`src/rtl/sram_ctrl_pkg.sv`:
```
// Shared types and limits for the SRAM access controller.
// Imported by the controller top and its address counter.
package sram_ctrl_pkg;

    typedef enum logic [1:0] {
        ST_IDLE,
        ST_SETUP,
        ST_WRITE,
        ST_INCADDR
    } sram_state_e;

    localparam int SRAM_ADDR_W_DEF = 19;
    localparam int SRAM_DATA_W_DEF = 8;
    localparam int WE_CYCLES_MAX   = 15;
    localparam int WE_CNT_W        = $clog2(WE_CYCLES_MAX + 1);

    // Preset for the WRITE-phase down counter, clamped into the legal range.
    function automatic logic [WE_CNT_W-1:0] we_preset(input int cycles);
        int c;
        c = cycles;
        if (c < 1) c = 1;
        if (c > WE_CYCLES_MAX) c = WE_CYCLES_MAX;
        return WE_CNT_W'(c - 1);
    endfunction

endpackage

```
`src/rtl/sram_addr_counter.sv`:
```
// SRAM address counter: load, increment, wrap or saturate.
// Produces the sticky FULL flag and the EMPTY status.
module sram_addr_counter
    import sram_ctrl_pkg::*;
#(
    parameter int ADDR_WIDTH = SRAM_ADDR_W_DEF
) (
    input  logic                  clk,
    input  logic                  rst_n,
    input  logic                  load_en,
    input  logic [ADDR_WIDTH-1:0] load_val,
    input  logic                  inc_en,
    input  logic                  wrap_en,
    output logic [ADDR_WIDTH-1:0] addr,
    output logic                  full,
    output logic                  empty
);

    logic [ADDR_WIDTH-1:0] addr_q, addr_d;
    logic                  full_q, full_d;

    always_comb begin
        addr_d = addr_q;
        full_d = full_q;
        if (load_en) begin
            addr_d = load_val;
            full_d = 1'b0;
        end else if (inc_en) begin
            if (addr_q == {ADDR_WIDTH{1'b1}}) begin
                if (wrap_en) addr_d = '0;
                else         full_d = 1'b1;
            end else begin
                addr_d = addr_q + 1'b1;
            end
        end
    end

    always_ff @(posedge clk or negedge rst_n) begin
        if (!rst_n) begin
            addr_q <= '0;
            full_q <= 1'b0;
        end else begin
            addr_q <= addr_d;
            full_q <= full_d;
        end
    end

    assign addr  = addr_q;
    assign full  = full_q;
    assign empty = (addr_q == '0) && !full_q;

endmodule

```
`src/rtl/sram_access_ctrl.sv`:
```
// Multi-channel SRAM write controller with a shared address counter.
// Requests are latched as pending bits and serviced one per idle cycle.
module sram_access_ctrl
    import sram_ctrl_pkg::*;
#(
    parameter int ADDR_WIDTH = SRAM_ADDR_W_DEF,
    parameter int DATA_WIDTH = SRAM_DATA_W_DEF,
    parameter int NUM_CH     = 2,
    parameter int WE_CYCLES  = 1
) (
    input  logic                         CLOCK,
    input  logic                         RESET_n,
    input  logic [NUM_CH-1:0]            WR_REQ,
    input  logic [NUM_CH*DATA_WIDTH-1:0] WR_DATA,
    output logic [NUM_CH-1:0]            WR_ACK,
    input  logic                         RD_INC,
    input  logic                         ADDR_LOAD,
    input  logic [ADDR_WIDTH-1:0]        ADDR_LOAD_VAL,
    input  logic                         WRAP_EN,
    output logic [ADDR_WIDTH-1:0]        SRAM_A,
    output logic [DATA_WIDTH-1:0]        SRAM_DQ_OUT,
    output logic                         SRAM_WE_n,
    output logic                         SRAM_OE_n,
    output logic                         BUSY,
    output logic                         EMPTY,
    output logic                         FULL,
    output logic                         OVERRUN
);

    localparam int CH_W = (NUM_CH > 1) ? $clog2(NUM_CH) : 1;

    // Assert asynchronously, release two clocks after RESET_n rises.
    logic [1:0] rst_sync_q, rst_sync_d;
    logic       rst_n;

    assign rst_sync_d = {rst_sync_q[0], 1'b1};

    always_ff @(posedge CLOCK or negedge RESET_n) begin
        if (!RESET_n) rst_sync_q <= '0;
        else          rst_sync_q <= rst_sync_d;
    end

    assign rst_n = rst_sync_q[1];

    sram_state_e state_q, state_d;
    logic [WE_CNT_W-1:0] cnt_q, cnt_d;
    logic [CH_W-1:0]     sel_q, sel_d;
    logic [DATA_WIDTH-1:0] dq_q, dq_d;
    logic [NUM_CH-1:0][DATA_WIDTH-1:0] hold_q, hold_d;
    logic [NUM_CH-1:0]   wr_pend_q, wr_pend_d;
    logic [NUM_CH-1:0]   ack_q, ack_d;
    logic [ADDR_WIDTH-1:0] ld_val_q, ld_val_d;
    logic ld_pend_q, ld_pend_d;
    logic inc_pend_q, inc_pend_d;
    logic ovr_q, ovr_d;
    logic we_n_q, we_n_d;
    logic oe_n_q, oe_n_d;
    logic busy_q, busy_d;

    logic            addr_load_en;
    logic            addr_inc_en;
    logic            cnt_full;
    logic [CH_W-1:0] first_ch;

    always_comb begin
        first_ch = '0;
        for (int c = NUM_CH - 1; c >= 0; c--) begin
            if (wr_pend_q[c]) first_ch = CH_W'(c);
        end
    end

    always_comb begin
        state_d      = state_q;
        cnt_d        = cnt_q;
        sel_d        = sel_q;
        dq_d         = dq_q;
        hold_d       = hold_q;
        wr_pend_d    = wr_pend_q;
        ack_d        = '0;
        ld_val_d     = ld_val_q;
        ld_pend_d    = ld_pend_q;
        inc_pend_d   = inc_pend_q;
        ovr_d        = ovr_q;
        addr_load_en = 1'b0;
        addr_inc_en  = 1'b0;

        unique case (state_q)
            ST_IDLE: begin
                if (ld_pend_q) begin
                    addr_load_en = 1'b1;
                    ld_pend_d    = 1'b0;
                    ovr_d        = 1'b0;
                end else if (inc_pend_q) begin
                    addr_inc_en = 1'b1;
                    inc_pend_d  = 1'b0;
                end else if (|wr_pend_q) begin
                    sel_d   = first_ch;
                    dq_d    = hold_q[first_ch];
                    state_d = ST_SETUP;
                end
            end
            ST_SETUP: begin
                // A saturated, non-wrapping counter drops the write.
                if (cnt_full && !WRAP_EN) begin
                    ovr_d            = 1'b1;
                    ack_d[sel_q]     = 1'b1;
                    wr_pend_d[sel_q] = 1'b0;
                    state_d          = ST_INCADDR;
                end else begin
                    cnt_d   = we_preset(WE_CYCLES);
                    state_d = ST_WRITE;
                end
            end
            ST_WRITE: begin
                if (cnt_q == '0) begin
                    ack_d[sel_q]     = 1'b1;
                    wr_pend_d[sel_q] = 1'b0;
                    state_d          = ST_INCADDR;
                end else begin
                    cnt_d = cnt_q - 1'b1;
                end
            end
            ST_INCADDR: begin
                if (ld_pend_q) begin
                    addr_load_en = 1'b1;
                    ld_pend_d    = 1'b0;
                    ovr_d        = 1'b0;
                end else begin
                    addr_inc_en = 1'b1;
                end
                state_d = ST_IDLE;
            end
            default: state_d = ST_IDLE;
        endcase

        for (int c = 0; c < NUM_CH; c++) begin
            if (WR_REQ[c]) begin
                if (wr_pend_q[c]) ovr_d = 1'b1;
                wr_pend_d[c] = 1'b1;
                hold_d[c]    = WR_DATA[c*DATA_WIDTH +: DATA_WIDTH];
            end
        end

        if (ADDR_LOAD && !ld_pend_q) begin
            ld_pend_d = 1'b1;
            ld_val_d  = ADDR_LOAD_VAL;
        end
        if (RD_INC) inc_pend_d = 1'b1;

        we_n_d = (state_d != ST_WRITE);
        oe_n_d = (state_d == ST_SETUP) || (state_d == ST_WRITE);
        busy_d = (state_d != ST_IDLE);
    end

    always_ff @(posedge CLOCK or negedge rst_n) begin
        if (!rst_n) begin
            state_q    <= ST_IDLE;
            cnt_q      <= '0;
            sel_q      <= '0;
            dq_q       <= '0;
            hold_q     <= '0;
            wr_pend_q  <= '0;
            ack_q      <= '0;
            ld_val_q   <= '0;
            ld_pend_q  <= 1'b0;
            inc_pend_q <= 1'b0;
            ovr_q      <= 1'b0;
            we_n_q     <= 1'b1;
            oe_n_q     <= 1'b0;
            busy_q     <= 1'b0;
        end else begin
            state_q    <= state_d;
            cnt_q      <= cnt_d;
            sel_q      <= sel_d;
            dq_q       <= dq_d;
            hold_q     <= hold_d;
            wr_pend_q  <= wr_pend_d;
            ack_q      <= ack_d;
            ld_val_q   <= ld_val_d;
            ld_pend_q  <= ld_pend_d;
            inc_pend_q <= inc_pend_d;
            ovr_q      <= ovr_d;
            we_n_q     <= we_n_d;
            oe_n_q     <= oe_n_d;
            busy_q     <= busy_d;
        end
    end

    sram_addr_counter #(
        .ADDR_WIDTH(ADDR_WIDTH)
    ) u_addr_cnt (
        .clk     (CLOCK),
        .rst_n   (rst_n),
        .load_en (addr_load_en),
        .load_val(ld_val_q),
        .inc_en  (addr_inc_en),
        .wrap_en (WRAP_EN),
        .addr    (SRAM_A),
        .full    (cnt_full),
        .empty   (EMPTY)
    );

    assign FULL        = cnt_full;
    assign OVERRUN     = ovr_q;
    assign WR_ACK      = ack_q;
    assign SRAM_DQ_OUT = dq_q;
    assign SRAM_WE_n   = we_n_q;
    assign SRAM_OE_n   = oe_n_q;
    assign BUSY        = busy_q;

endmodule

```
`config.mk`:
```
export PLATFORM = sky130hd
export DESIGN_NAME = sram_access_ctrl
export DESIGN_NICKNAME = d
export VERILOG_FILES = /design/src/rtl/sram_ctrl_pkg.sv /design/src/rtl/sram_addr_counter.sv /design/src/rtl/sram_access_ctrl.sv
export SDC_FILE = /design/constraint.sdc
export NUM_CORES = 1
export LEC_CHECK = 0
export ABC_AREA = 1
export CORE_ASPECT_RATIO = 0.6
export CORE_MARGIN = 1
export CORE_UTILIZATION = 48
export DETAILED_ROUTE_END_ITERATION = 16
export HOLD_SLACK_MARGIN = 0.02
export PLACE_DENSITY_LB_ADDON = 0.25
export SETUP_SLACK_MARGIN = 0.2
export SYNTH_ARGS = -nofsm -noshare
export SYNTH_HDL_FRONTEND = slang
export SYNTH_SLANG_ARGS = --single-unit
```
`constraint.sdc`:
```
create_clock -name CLOCK -period 2.45 [get_ports CLOCK]
set_input_delay 0.6125 -clock CLOCK [delete_from_list [all_inputs] [get_ports CLOCK]]
set_output_delay 0.6125 -clock CLOCK [all_outputs]
set_load 0.05 [all_outputs]
```
==> results of run 1 <==
-- cells by family (layout without fill, tap and decap cells) --
kind of cell / count (synthesis) / after routing / synth area share [%]
flip-flops: 82 / 82 / 48.8
XOR/XNOR: 5 / 5 / 1.04
AO/OA/AOI/OAI: 73 / 73 / 9.61
AND/OR/NAND/NOR: 262 / 262 / 27.3
buffers and inverters: 72 / 160 / 6.93
other: 1 / 1 / 0.0892
adder cells (fa/ha/maj): 10 / 10 / 2.98
multiplexers: 12 / 12 / 3.21
-- synthesized netlist by cell type --
cell / instances
mux2_2: 12
inv_1: 54
a31oi_1: 1
o31ai_1: 1
nor4_1: 2
xor2_1: 5
nor2_1: 48
buf_2: 2
o21ai_2: 3
or2_2: 2
o22ai_1: 1
a211oi_1: 1
o221ai_1: 1
nand2_4: 2
inv_2: 3
o21bai_1: 4
nand2_1: 154
a21oi_1: 15
nor2_2: 4
nor3_1: 2
and2_1: 1
conb_1: 1
nor2_4: 2
o21ai_0: 39
clkbuf_1: 9
nand2_2: 10
o211ai_1: 1
buf_6: 2
ha_1: 10
nand3_1: 25
clkinv_1: 1
nand3b_1: 2
nand4_1: 6
nor2_8: 1
o21ai_1: 5
dfstp_2: 1
nand3_4: 1
a21oi_2: 1
buf_4: 1
dfrtp_1: 81
-- final cells by class --
type,count,area [sq um]
well taps,112,140
repair inverters,1,7.51
repair buffers,85,853
clock buffers,12,256
inverters,58,224
flip-flops and latches,82,2060
clock inverters,4,73.8
fillers,717,2980
multi-input cells,363,1900
-- critical path: cells and delay by family (launching register included) --
family	cells	cell delay (ns)
and+or+nand+nor	4	0.59
buffers and inverters	2	0.26
adders and majority gates	1	0.14
DFF	1	0.41
-- final timing paths --
check	startpoint	endpoint	slack (ns)	depth (start not counted)
min reg2reg	rst_sync_q[1]$_DFF_PN0_	cnt_q[2]$_DFFE_PN0P_	0.33	0
min in group CLOCK	rst_sync_q[0]$_DFF_PN0_	rst_sync_q[1]$_DFF_PN0_	0.35	0
min	rst_sync_q[1]$_DFF_PN0_	cnt_q[2]$_DFFE_PN0P_	0.33	0
max in group asynchronous	rst_sync_q[1]$_DFF_PN0_	u_addr_cnt.addr[0]$_DFFE_PN0P_	1.50	1
max	u_addr_cnt.addr[0]$_DFFE_PN0P_	EMPTY	0.12	7
max reg2reg	state_q[0]$_DFF_PN0_	u_addr_cnt.full$_DFFE_PN0P_	0.40	7
-- placed cells by master (no fill, tap or decap), drive strengths merged --
cell,n
nand3b,2
dfstp,1
clkdlybuf4s50,56
nor2,55
o22ai,1
o31ai,1
inv,56
and2,1
bufinv,2
dfrtp,81
a21oi,16
o211ai,1
a31oi,1
dlygate4sd2,12
nor3,2
nor4,2
o221ai,1
or2,2
o21ai,47
nand4,6
clkbuf,12
ha,10
nand3,26
clkinvlp,2
buf,10
o21bai,4
mux2,12
clkinv,3
a211oi,1
nand2,166
conb,1
xor2,5
dlymetal6s2s,7
-- flip-flops by register name (all words and copies together), names as in the netlist, 2 cells and up --
signal           flops
ld_val_q            19
u_addr_cnt.addr     19
hold_q              16
SRAM_DQ_OUT          8
cnt_q                4
WR_ACK               2
rst_sync_q           2
state_q              2
wr_pend_q            2
-- power by group through the flow --
stage,combinational (mW),clock [mW],sequential [mW]
after floorplan,1.87,0,3.01
after global placement,3.52,0,2.32
after detailed placement,3.60,0,2.34
after CTS,3.65,1.49,2.30
after global routing,4.07,1.54,2.36
final,3.71,1.47,2.30
-- what timing repair did --
action                                  in CTS  in global routing
setup buffers                                3                  0
endpoints found under the setup margin      12                 16
cloned                                       0                  1
resized for setup                           19                 12
hold buffers                                 0                  0
pin swaps                                    3                  2
-- through the flow --
step                      std cells  hold WS (ns)  setup TNS (ns)  utilization (%)  instance area, sq um
after floorplan                 517         0.317               0                -                  4220
after global placement          697         0.337               0             60.3                  5120
after detailed placement        697         0.336               0             60.3                  5120
after CTS                       716         0.349         -0.0427             64.5                  5480
after global routing            717         0.368               0             64.9                  5510
final                           717         0.325               0             64.9                  5510
-- per-layer routing --
| metal | wire length, um | GRT usage (%) | share of wire [%] | up-vias |
|---|---|---|---|---|
| met3 | 741 | 5.52 | 7.1 | 15 |
| met1 | 5010 | 35.7 | 48 | 1711 |
| li1 | - | - | - | 1801 |
| met5 | 0 | 0 | 0 | - |
| met2 | 4610 | 36.8 | 44 | 119 |
| met4 | 97 | 5.83 | 0.93 | 0 |
==> results.md, run 1 <==
- The run finished with clean final reports.
- The die outline area is 0.00915 sq mm.
- The synthesized netlist contains 40 unique library cells.
- The longest clock path from root to sink contains 2 buffers.
- The count of endpoints failing hold in the final timing report came to 0.
- The initial DRC count is 274.
- After clock tree synthesis, the clock-pin slew on the worst setup and hold paths is 0.06 ns.
- In this run the worst path has a maximum fanout of 2.
- The worst setup skew after layout is 0.00418 ns.
- The antenna cell count is 0.
- The number of antenna violations at the first check in global routing is 0.
- Of the total power, the share spent switching nets is 45.7%.
- The starting utilization of the core area is 49.5%.
- The largest single stage delay on the critical path is 0.41 ns.
- Setup slack on the critical path of the routed design comes to 0.115 ns.
- Buffers placed on the I/O ports in this run total 76.
- The max-slew violation count is 0.
- In this run the static leakage power is 2.73 nW.
- The combined area of all synthesized cells is 0.00420 sq mm.
- Entering global routing, the biggest net connects 43 pins.
- The number of maximum-capacitance constraint violations is 0.
- The number of DRC violations after detailed routing is 0.
- STA puts the critical path data arrival time at 1.72 ns.
- The routed wire length is 10,500 um.
- At the end of the flow, the number of nets in the layout was 652.
- The die is 123 um wide.
- By area the synthesized netlist is led by dfrtp_1 (48%), nand2_1 (14%), inv_1 (4.8%).
- The overflow left after global routing is 0.
- The count of yosys warnings during synthesis is 0.
- The worst path required time is 1.84 ns.
- Measured along the y axis, the die boundary spans 74.5 um.
- Setup violations remaining at the end of the flow were counted as 0.
- The number of global-route vias before repair is 3,415.
- The global-route usage over all layers is 24.4%.
- The total clock buffers created by CTS is 9.
- The later pin in the worst-skew pair is clocked with a latency of 0.34 ns.
- STA classifies the critical path endpoint as an output pin.
- In this run, the combinational gates consume 49.6% of the power.
- The placement-stage worst setup slack is 0.223 ns.
- The relative contribution of the clock network to total power is 19.6%.
- In this run, synthesis produced a sequential element count of 82.
- TritonCTS built the clock tree.
- The routed layout has 3,646 vias.
- The detail-routed net length per standard cell is 14.6 um.
- The slew at the pin closest to its max-slew limit is 0.571 ns.
- The number of cell rows is 26.
- The first global-routing pass estimated 16,500 um of wire.
- The analysis attributes to net switching a power of 3.41 mW.
- The mean area per synthesized cell is 8.13 sq um.
- For this design, the sink count on the clock tree is 82.
- The element type at the critical path start is a flop.
- The slowest cell on the critical path is dfrtp_2.
- Compared with the post-synthesis result, the final layout area differs by 31.1%.
- The last weighted congestion value of the routability-driven placer is 0.913.
- The part of the power in registers is 30.8%.
- After synthesis, the largest area contributor takes up 48.2% of total cell area.
- The setup path with the least slack is of type reg2out.
- The remaining number of nets flagged by the antenna check after routing is 0.
- In this run the count of I/O pins placed on the die edge is 77.
- Summed over all nets, the half-perimeter wirelength after detailed placement is 7610 um.
- The maximum clock rate is 428 MHz.
- The completed layout was analyzed and its total power is 7.47 mW.
- The number of instances in the synthesized netlist is 517.
- The worst supply voltage drop on vdd is 0.508 mV.
- The final period demand of the worst path is 2.33 ns.
- In this run the clock root is driven by a clkbuf_16.
- In this run the power density over the cells is 1360 mW/mm^2.
- Setup repair after global routing could not meet its margin everywhere.
- The internal portion of the total power is 4.06 mW.
- The core region is 0.00849 sq mm.
- After layout, the worst path uses 95.3% of the clock period.
- For this run, the register share of the synthesized area comes to 48.8%.
- The worst slew margin relative to its limit is 61.8%.
- The class of the most critical hold timing path is reg2async.
- The number of iterations in the first detailed-routing pass is 5.
- The fraction of final layout cells with drive strength greater than 1 is 12.7%.
- The net count after synthesis is 569.
- Using the TritonRoute via totals, the vias-per-cell ratio works out to 5.09.
- The top cell type by total area after synthesis is dfrtp_1.
- Traced cell by cell, the critical path runs through inv_2 -> ha_4 -> nand2_2 -> nor3_2 -> nand4_1 -> nor4_4 -> buf_12.
- The H-tree was split into 3 levels.
(Power assumes the default switching activity.)
==> run 2: changes to the inputs <==
--- a/config.mk
+++ b/config.mk
@@ -12,2 +12,3 @@
 export DETAILED_ROUTE_END_ITERATION = 16
+export GPL_TIMING_DRIVEN = 1
 export HOLD_SLACK_MARGIN = 0.02
--- a/constraint.sdc
+++ b/constraint.sdc
@@ -3,2 +3,2 @@
 set_output_delay 0.6125 -clock CLOCK [all_outputs]
-set_load 0.05 [all_outputs]
+set_load 0.01 [all_outputs]
==> results.md, run 2 (same netlist as run 1, synthesis figures left out) <==
- The launch point of the worst reg-to-reg path is state_q[0]$_DFF_PN0_ (unchanged).
- The clock slew at the register clock pins of the worst setup and hold paths is 0.06 ns (about the same).
- The antenna cell count was 0 (unchanged).
- The biggest cell delay along the critical path is 0.39 ns (was 0.41 ns).
- The launch point of the worst path was u_addr_cnt.addr[0]$_DFFE_PN0P_ (unchanged).
- The worst setup slack for register-to-register paths is 0.38 ns (was 0.40 ns).
- The final worst-path setup slack came to 0.173 ns (was 0.115 ns).
- The area of the multi-input gates is 0.00188 sq mm (was 0.00190 sq mm).
- The detail-routed net length per standard cell came to 14.7 um (was 14.6 um).
- The overflow left after global routing is 0 (unchanged).
- The routed wire length is 10,700 um (was 10,500 um).
- The clock tree root driver cell is clkbuf_16 (unchanged).
- The last weighted congestion value of the routability-driven placer is 0.931 (was 0.913).
- The overall die height is 74.5 um (unchanged).
- The largest net degree at the start of global routing is 48 (was 43).
- The insertion delay to the later sink of the worst-skew pair came to 0.34 ns (about the same).
- The count of endpoints failing setup in the final report is 0 (unchanged).
- The most common library cell in the layout ignoring fill and taps is nand2_1 (unchanged).
- The number of maximum-capacitance constraint violations came to 0 (unchanged).
- The class of the most critical hold timing path is reg2async (unchanged).
- The area added between synthesis and finish was 32.0% (was 31.1%).
- Series of cell instances along the critical path: inv_2 -> ha_4 -> nand2_2 -> nor3_2 -> nand4_1 -> nor4_1 -> buf_2 (was inv_2 -> ha_4 -> nand2_2 -> nor3_2 -> nand4_1 -> nor4_4 -> buf_12).
- The arrival time reported for the critical path endpoint came to 1.66 ns (was 1.72 ns).
- The placement-stage worst setup slack is 0.0924 ns (was 0.223 ns).
- The max-slew violation count came to 0 (unchanged).
- The placed wire-length estimate after detailed placement is 7800 um (was 7610 um).
- The number of cell rows came to 26 (unchanged).
- The maximum level of the CTS H-tree came to 3 (unchanged).
- The count of endpoints failing hold in the final timing report came to 0 (unchanged).
- The total number of nets in the final design is 662 (was 652).
- The width of the die is 123 um (unchanged).
- The number of global-route vias before repair is 3,328 (was 3,415).
- The starting utilization of the core area is 49.5% (unchanged).
- The number of antenna violations at the first check in global routing came to 0 (unchanged).
- The minimum hold slack is 0.351 ns (was 0.325 ns).
- The number of DRC violations after detailed routing is 0 (unchanged).
- The count of vias placed by the detailed router is 3,698 (was 3,646).
- The leakage power is 2.64 nW (was 2.73 nW).
- The worst supply voltage drop on vdd is 0.602 mV (was 0.508 mV).
- The worst path required time is 1.84 ns (about the same).
- The wire length of the first global-routing pass was 16,700 um (was 16,500 um).
- The number of iterations in the first detailed-routing pass was 5 (unchanged).
- The total clock buffers created by CTS is 9 (unchanged).
- The worst setup skew after layout is 0.00480 ns (was 0.00418 ns).
- The sink count of the clock tree is 82 (unchanged).
- The remaining number of nets flagged by the antenna check after routing is 0 (unchanged).
- The share of the clock period used by the worst path is 93.0% (was 95.3%).
- The final period demand of the worst path came to 2.28 ns (was 2.33 ns).
- Outcome: finished, final reports clean (unchanged).
- The fraction of final layout cells with drive strength greater than 1 is 14.0% (was 12.7%).
- The filler cell count is 731 (was 717).
- The setup total negative slack came to 0 ns (unchanged).
- The maximum clock rate is 439 MHz (was 428 MHz).
- The area of the core is 0.00849 sq mm (unchanged).
- The worst slew margin relative to its limit is 59.1% (was 61.8%).
- The clock tree from TritonCTS is yes (unchanged).
- The via count normalized by instance count came to 5.09 (about the same).
- The initial DRC count was 281 (was 274).
- The slew at the pin closest to its max-slew limit came to 0.614 ns (was 0.571 ns).
- Commonest cells after routing, fill and taps aside: nand2_1 (153), dfrtp_1 (80), clkdlybuf4s50_1 (75) (was nand2_1 (153), dfrtp_1 (79), clkdlybuf4s50_1 (56)).
- The type of element capturing the critical path is an output pin (unchanged).
- Unrepaired setup endpoints after global routing: true (unchanged).
- The slowest cell on the critical path is dfrtp_1 (was dfrtp_2).
- The global-route usage over all layers is 24.8% (was 24.4%).
- The critical path start-end classification is reg2out (unchanged).
- The I/O pin total was 77 (unchanged).
- The power density relative to cell area is 1250 mW/mm^2 (was 1360 mW/mm^2).
- The maximum root-to-sink buffer count is 2 (unchanged).
- The element type at the critical path start is a flop (unchanged).
- The die outline area came to 0.00915 sq mm (unchanged).
- The number of port buffers came to 76 (unchanged).
- The area occupied by registers is 0.00206 sq mm (about the same).
- The number of buffers inserted for hold repair after clock tree synthesis is 0 (unchanged).
- The largest fanout on the critical path came to 2 (unchanged).
==> run 2: report_power, final <==
part	internal, mW	switching (mW)
Sequential	1.87	0.353
Combinational	1.40	1.87
Clock	0.921	0.546
==> run 2: repair_timing <==
item	4_1_cts	5_1_grt
pin swaps	1	4
cloned	0	1
setup buffers	0	2
resized for setup	7	7
setup endpoints to repair	1	13
==> run 2: final cells by class <==
| class | instances | share of cell area, % |
|---|---|---|
| Clock buffer | 10 | 4.31 |
| Clock inverter | 6 | 1.62 |
| Inverter | 58 | 3.99 |
| Multi-Input combinational cell | 363 | 33.9 |
| Sequential cell | 82 | 37.1 |
| Tap cell | 112 | 2.52 |
| Timing Repair Buffer | 95 | 16.4 |
| Timing Repair inverter | 1 | 0.135 |
==> run 2: metal layers <==
layer	wire length [um]	part of all wire (%)	vias up	GRT usage (%)
met5	0	0	-	0
met4	109	1.0	0	6.37
met3	849	7.9	12	6.67
met2	4300	40	133	34.0
met1	5430	51	1722	38.1
li1	-	-	1831	-
==> run 2: worst max-delay path, delay by kind of cell, from the launching register on <==
kind / cells / cell delay [ns]
AND/OR/NAND/NOR: 4 / 0.54
adder cells (fa/ha/maj): 1 / 0.13
buffers and inverters: 2 / 0.27
flip-flops: 1 / 0.39
==> run 2: per-stage QoR <==
step | total power [mW] | std cells | utilization [%] | cell area, sq um
2_1_floorplan | 4.17 | 517 | - | 4210
3_5_place_dp | 5.37 | 708 | 60.9 | 5170
5_1_grt | 7.46 | 727 | 65.4 | 5550
4_1_cts | 6.88 | 724 | 64.8 | 5500
3_3_place_gp | 5.29 | 708 | 60.9 | 5170
6_report | 6.96 | 727 | 65.4 | 5550
==> run 2: final timing paths <==
kind                                                   end  depth (start not counted)
hold / removal                        cnt_q[1]$_DFFE_PN0P_                          0
setup reg to reg           u_addr_cnt.addr[11]$_DFFE_PN0P_                         10
hold reg to reg                       cnt_q[1]$_DFFE_PN0P_                          0
setup / recovery                                     EMPTY                          7
max in group asynchronous   u_addr_cnt.addr[5]$_DFFE_PN0P_                          1
min in group CLOCK                 rst_sync_q[1]$_DFF_PN0_                          0
==> run 3: changes to the inputs <==
CORE_UTILIZATION = 53   (was 48)
clock period = 2.1 ns   (was 2.45 ns; I/O delays follow)
==> results.md, run 3 (same netlist as run 1, synthesis figures left out) <==
- The post-route standard cell area excluding fillers is 0.00570 sq mm (was 0.00555 sq mm).
- The power density relative to cell area came to 1440 mW/mm^2 (was 1250 mW/mm^2).
- The largest net degree at the start of global routing came to 51 (was 48).
- The overflow left after global routing was 0 (unchanged).
- The remaining number of nets flagged by the antenna check after routing was 0 (unchanged).
- The number of maximum-capacitance constraint violations was 0 (unchanged).
- The layer with the highest usage after global routing was met2 (was met1).
- The type of element capturing the critical path is an output pin (unchanged).
- The overall die height was 71.0 um (was 74.5 um).
- The met2 layer usage reported by global route is 42.9% (was 34.0%).
- The leakage power is 2.87 nW (was 2.64 nW).
- The count of vias placed by the detailed router is 3,861 (was 3,698).
- The number of buffers inserted for hold repair after clock tree synthesis was 0 (unchanged).
- The clock tree from TritonCTS is yes (unchanged).
- The share of the clock period used by the worst path is 101%.
- The insertion delay to the later sink of the worst-skew pair came to 0.34 ns (about the same).
- The fraction of final layout cells with drive strength greater than 1 is 16.7% (was 14.0%).
- The area occupied by registers is 0.00206 sq mm (unchanged).
- The global-route usage over all layers was 28.7% (was 24.8%).
- The routed wire length is 11,000 um (was 10,700 um).
- The number of DRC violations after detailed routing is 0 (unchanged).
- The maximum root-to-sink buffer count is 2 (unchanged).
- The relative contribution of the clock network to total power is 18.7% (was 21.1%).
- The number of global-route vias before repair is 3,732 (was 3,328).
- The worst path required time was 1.57 ns (was 1.84 ns).
- The slew at the pin closest to its max-slew limit is 0.500 ns (was 0.614 ns).
- The number of cell rows is 24 (was 26).
- The worst slew margin relative to its limit came to 66.6% (was 59.1%).
- The critical path start-end classification was reg2out (unchanged).
- The worst setup skew after layout came to 0.00655 ns (was 0.00480 ns).
- The power spent charging and discharging nets is 3.32 mW (was 2.77 mW).
- The arrival time reported for the critical path endpoint came to 1.59 ns (was 1.66 ns).
- The placed wire-length estimate after detailed placement is 7990 um (was 7800 um).
- The element type at the critical path start is a flop (unchanged).
- The via count normalized by instance count was 5.22 (was 5.09).
- The starting utilization of the core area is 56.2% (was 49.5%).
- The area added between synthesis and finish is 35.6% (was 32.0%).
- The clock tree root driver cell was clkbuf_16 (unchanged).
- The die outline area is 0.00830 sq mm (was 0.00915 sq mm).
- The sink count of the clock tree was 82 (unchanged).
- Subtracting the final worst setup slack from the clock period gives 2.11 ns.
- The maximum level of the CTS H-tree is 3 (unchanged).
- The final reports fail on negative setup slack.
- The number of port buffers is 76 (unchanged).
- The class of the most critical hold timing path is reg2async (unchanged).
- The part of the power in registers is 30.5% (was 31.9%).
- The total number of nets in the final design is 682 (was 662).
- The area of the multi-input gates is 0.00191 sq mm (was 0.00188 sq mm).
- The antenna cell count is 0 (unchanged).
- Commonest cells after routing, fill and taps aside: nand2_1 (154), dfrtp_1 (80), clkdlybuf4s50_1 (56) (was nand2_1 (153), dfrtp_1 (80), clkdlybuf4s50_1 (75)).
- Unrepaired setup endpoints after global routing: true (unchanged).
- The combinational power share is 50.8% (was 47.0%).
- The maximum clock rate is 473 MHz.
- The worst supply voltage drop on vdd is 0.816 mV (was 0.602 mV).
- The width of the die is 117 um (was 123 um).
- Outcome: complete, but fails checks (was finished, final reports clean).
- The final worst-path setup slack is -0.0131 ns (was 0.173 ns).
- The count of endpoints failing setup in the final report came to 1 (was 0).
- The wire length of the first global-routing pass is 17,700 um (was 16,700 um).
- The I/O pin total is 77 (unchanged).
- The last weighted congestion value of the routability-driven placer is 0.943 (was 0.931).
- The max-slew violation count is 0 (unchanged).
- The most common library cell in the layout ignoring fill and taps is nand2_1 (unchanged).
- The detail-routed net length per standard cell was 14.9 um (was 14.7 um).
- The count of endpoints failing hold in the final timing report came to 0 (unchanged).
- The internal power of the cells is 4.91 mW (was 4.19 mW).
- The number of antenna violations at the first check in global routing is 0 (unchanged).
- The global-route met3 utilization is 7.80% (was 6.67%).
- The proportion of total power due to net switching is 40.4% (was 39.8%).
- The post-place instance area is 0.00533 sq mm (was 0.00517 sq mm).
- The minimum hold slack was 0.267 ns (was 0.351 ns).
- The total clock buffers created by CTS was 9 (unchanged).
- The largest fanout on the critical path is 2 (unchanged).
- The filler cell count is 554 (was 731).
- The area of the core is 0.00748 sq mm (was 0.00849 sq mm).
- The initial DRC count is 339 (was 281).
- The clock slew at the register clock pins of the worst setup and hold paths is 0.06 ns (about the same).
- The number of iterations in the first detailed-routing pass is 5 (unchanged).
- The global-route met1 utilization was 40.5% (was 38.1%).
==> run 3: cell count changes in the layout (fill, tap and decap cells not counted), moves of 3 or more <==
cell / before / now
buf_4: 18 / 36
dlygate4sd2_1: 0 / 12
dlymetal6s2s_1: 0 / 7
clkdlybuf4s50_1: 75 / 56
nand2_2: 11 / 8
==> run 3: final cells by class <==
type                            count  share of cell area, %
Sequential cell                    82                   36.1
Timing Repair Buffer              116                   19.1
Inverter                           58                   3.91
Tap cell                          104                   2.28
Clock buffer                       11                   4.08
Multi-Input combinational cell    363                   33.5
Clock inverter                      5                  0.988
==> run 3: path summary, 6_finish.rpt <==
path / from / to / slack, ns / cells past startpoint
hold reg to reg: rst_sync_q[1]$_DFF_PN0_ / hold_q[5]$_DFFE_PN0P_ / 0.27 / 0
min in group CLOCK: rst_sync_q[0]$_DFF_PN0_ / rst_sync_q[1]$_DFF_PN0_ / 0.35 / 0
setup / recovery: u_addr_cnt.addr[0]$_DFFE_PN0P_ / EMPTY / -0.01 / 7
setup reg to reg: u_addr_cnt.addr[0]$_DFFE_PN0P_ / u_addr_cnt.addr[12]$_DFFE_PN0P_ / 0.28 / 11
hold / removal: rst_sync_q[1]$_DFF_PN0_ / hold_q[5]$_DFFE_PN0P_ / 0.27 / 0
max in group asynchronous: rst_sync_q[1]$_DFF_PN0_ / SRAM_WE_n$_DFF_PN1_ / 1.16 / 1
==> run 3: what timing repair did <==
item	in CTS	in global routing
setup endpoints to repair	31	30
resized for setup	21	20
pin swaps	0	2
buffers inserted	1	2
==> run 3: stage by stage <==
stage | setup slack, ns | cells | total power [mW] | utilization [%] | TNS [ns]
after floorplan | 0.284 | 517 | 4.87 | - | 0
after global placement | -0.0988 | 720 | 6.38 | 71.3 | -0.0988
after detailed placement | -0.104 | 720 | 6.53 | 71.3 | -0.104
after CTS | -0.00525 | 737 | 8.08 | 75.1 | -0.00525
after global routing | -0.0550 | 739 | 8.83 | 76.2 | -0.0550
final | -0.0131 | 739 | 8.23 | 76.2 | -0.0131
==> run 3: critical path, cell delays in order (launching register included) <==
cell and delay [ns]:
dfrtp_1 0.39, inv_2 0.07, ha_1 0.15, nand2_1 0.07, nor3_2 0.12, nand4_1 0.10, nor4_1 0.16, buf_2 0.18
==> run 3: metal layers <==
metal  part of all wire [%]  vias up
met5                      0        -
met4                    1.8        0
met3                    9.7       19
met2                     44      171
met1                     45     1804
li1                       -     1867
==> run 3: power by group through the flow <==
| stage | Combinational [mW] | Sequential, mW | Clock, mW |
|---|---|---|---|
| global route | 4.63 | 2.58 | 1.62 |
| floorplan | 2.16 | 2.71 | 0 |
| global placement | 3.88 | 2.50 | 0 |
| CTS | 4.01 | 2.50 | 1.56 |
| finish | 4.18 | 2.51 | 1.54 |
| detailed placement | 4.01 | 2.53 | 0 |
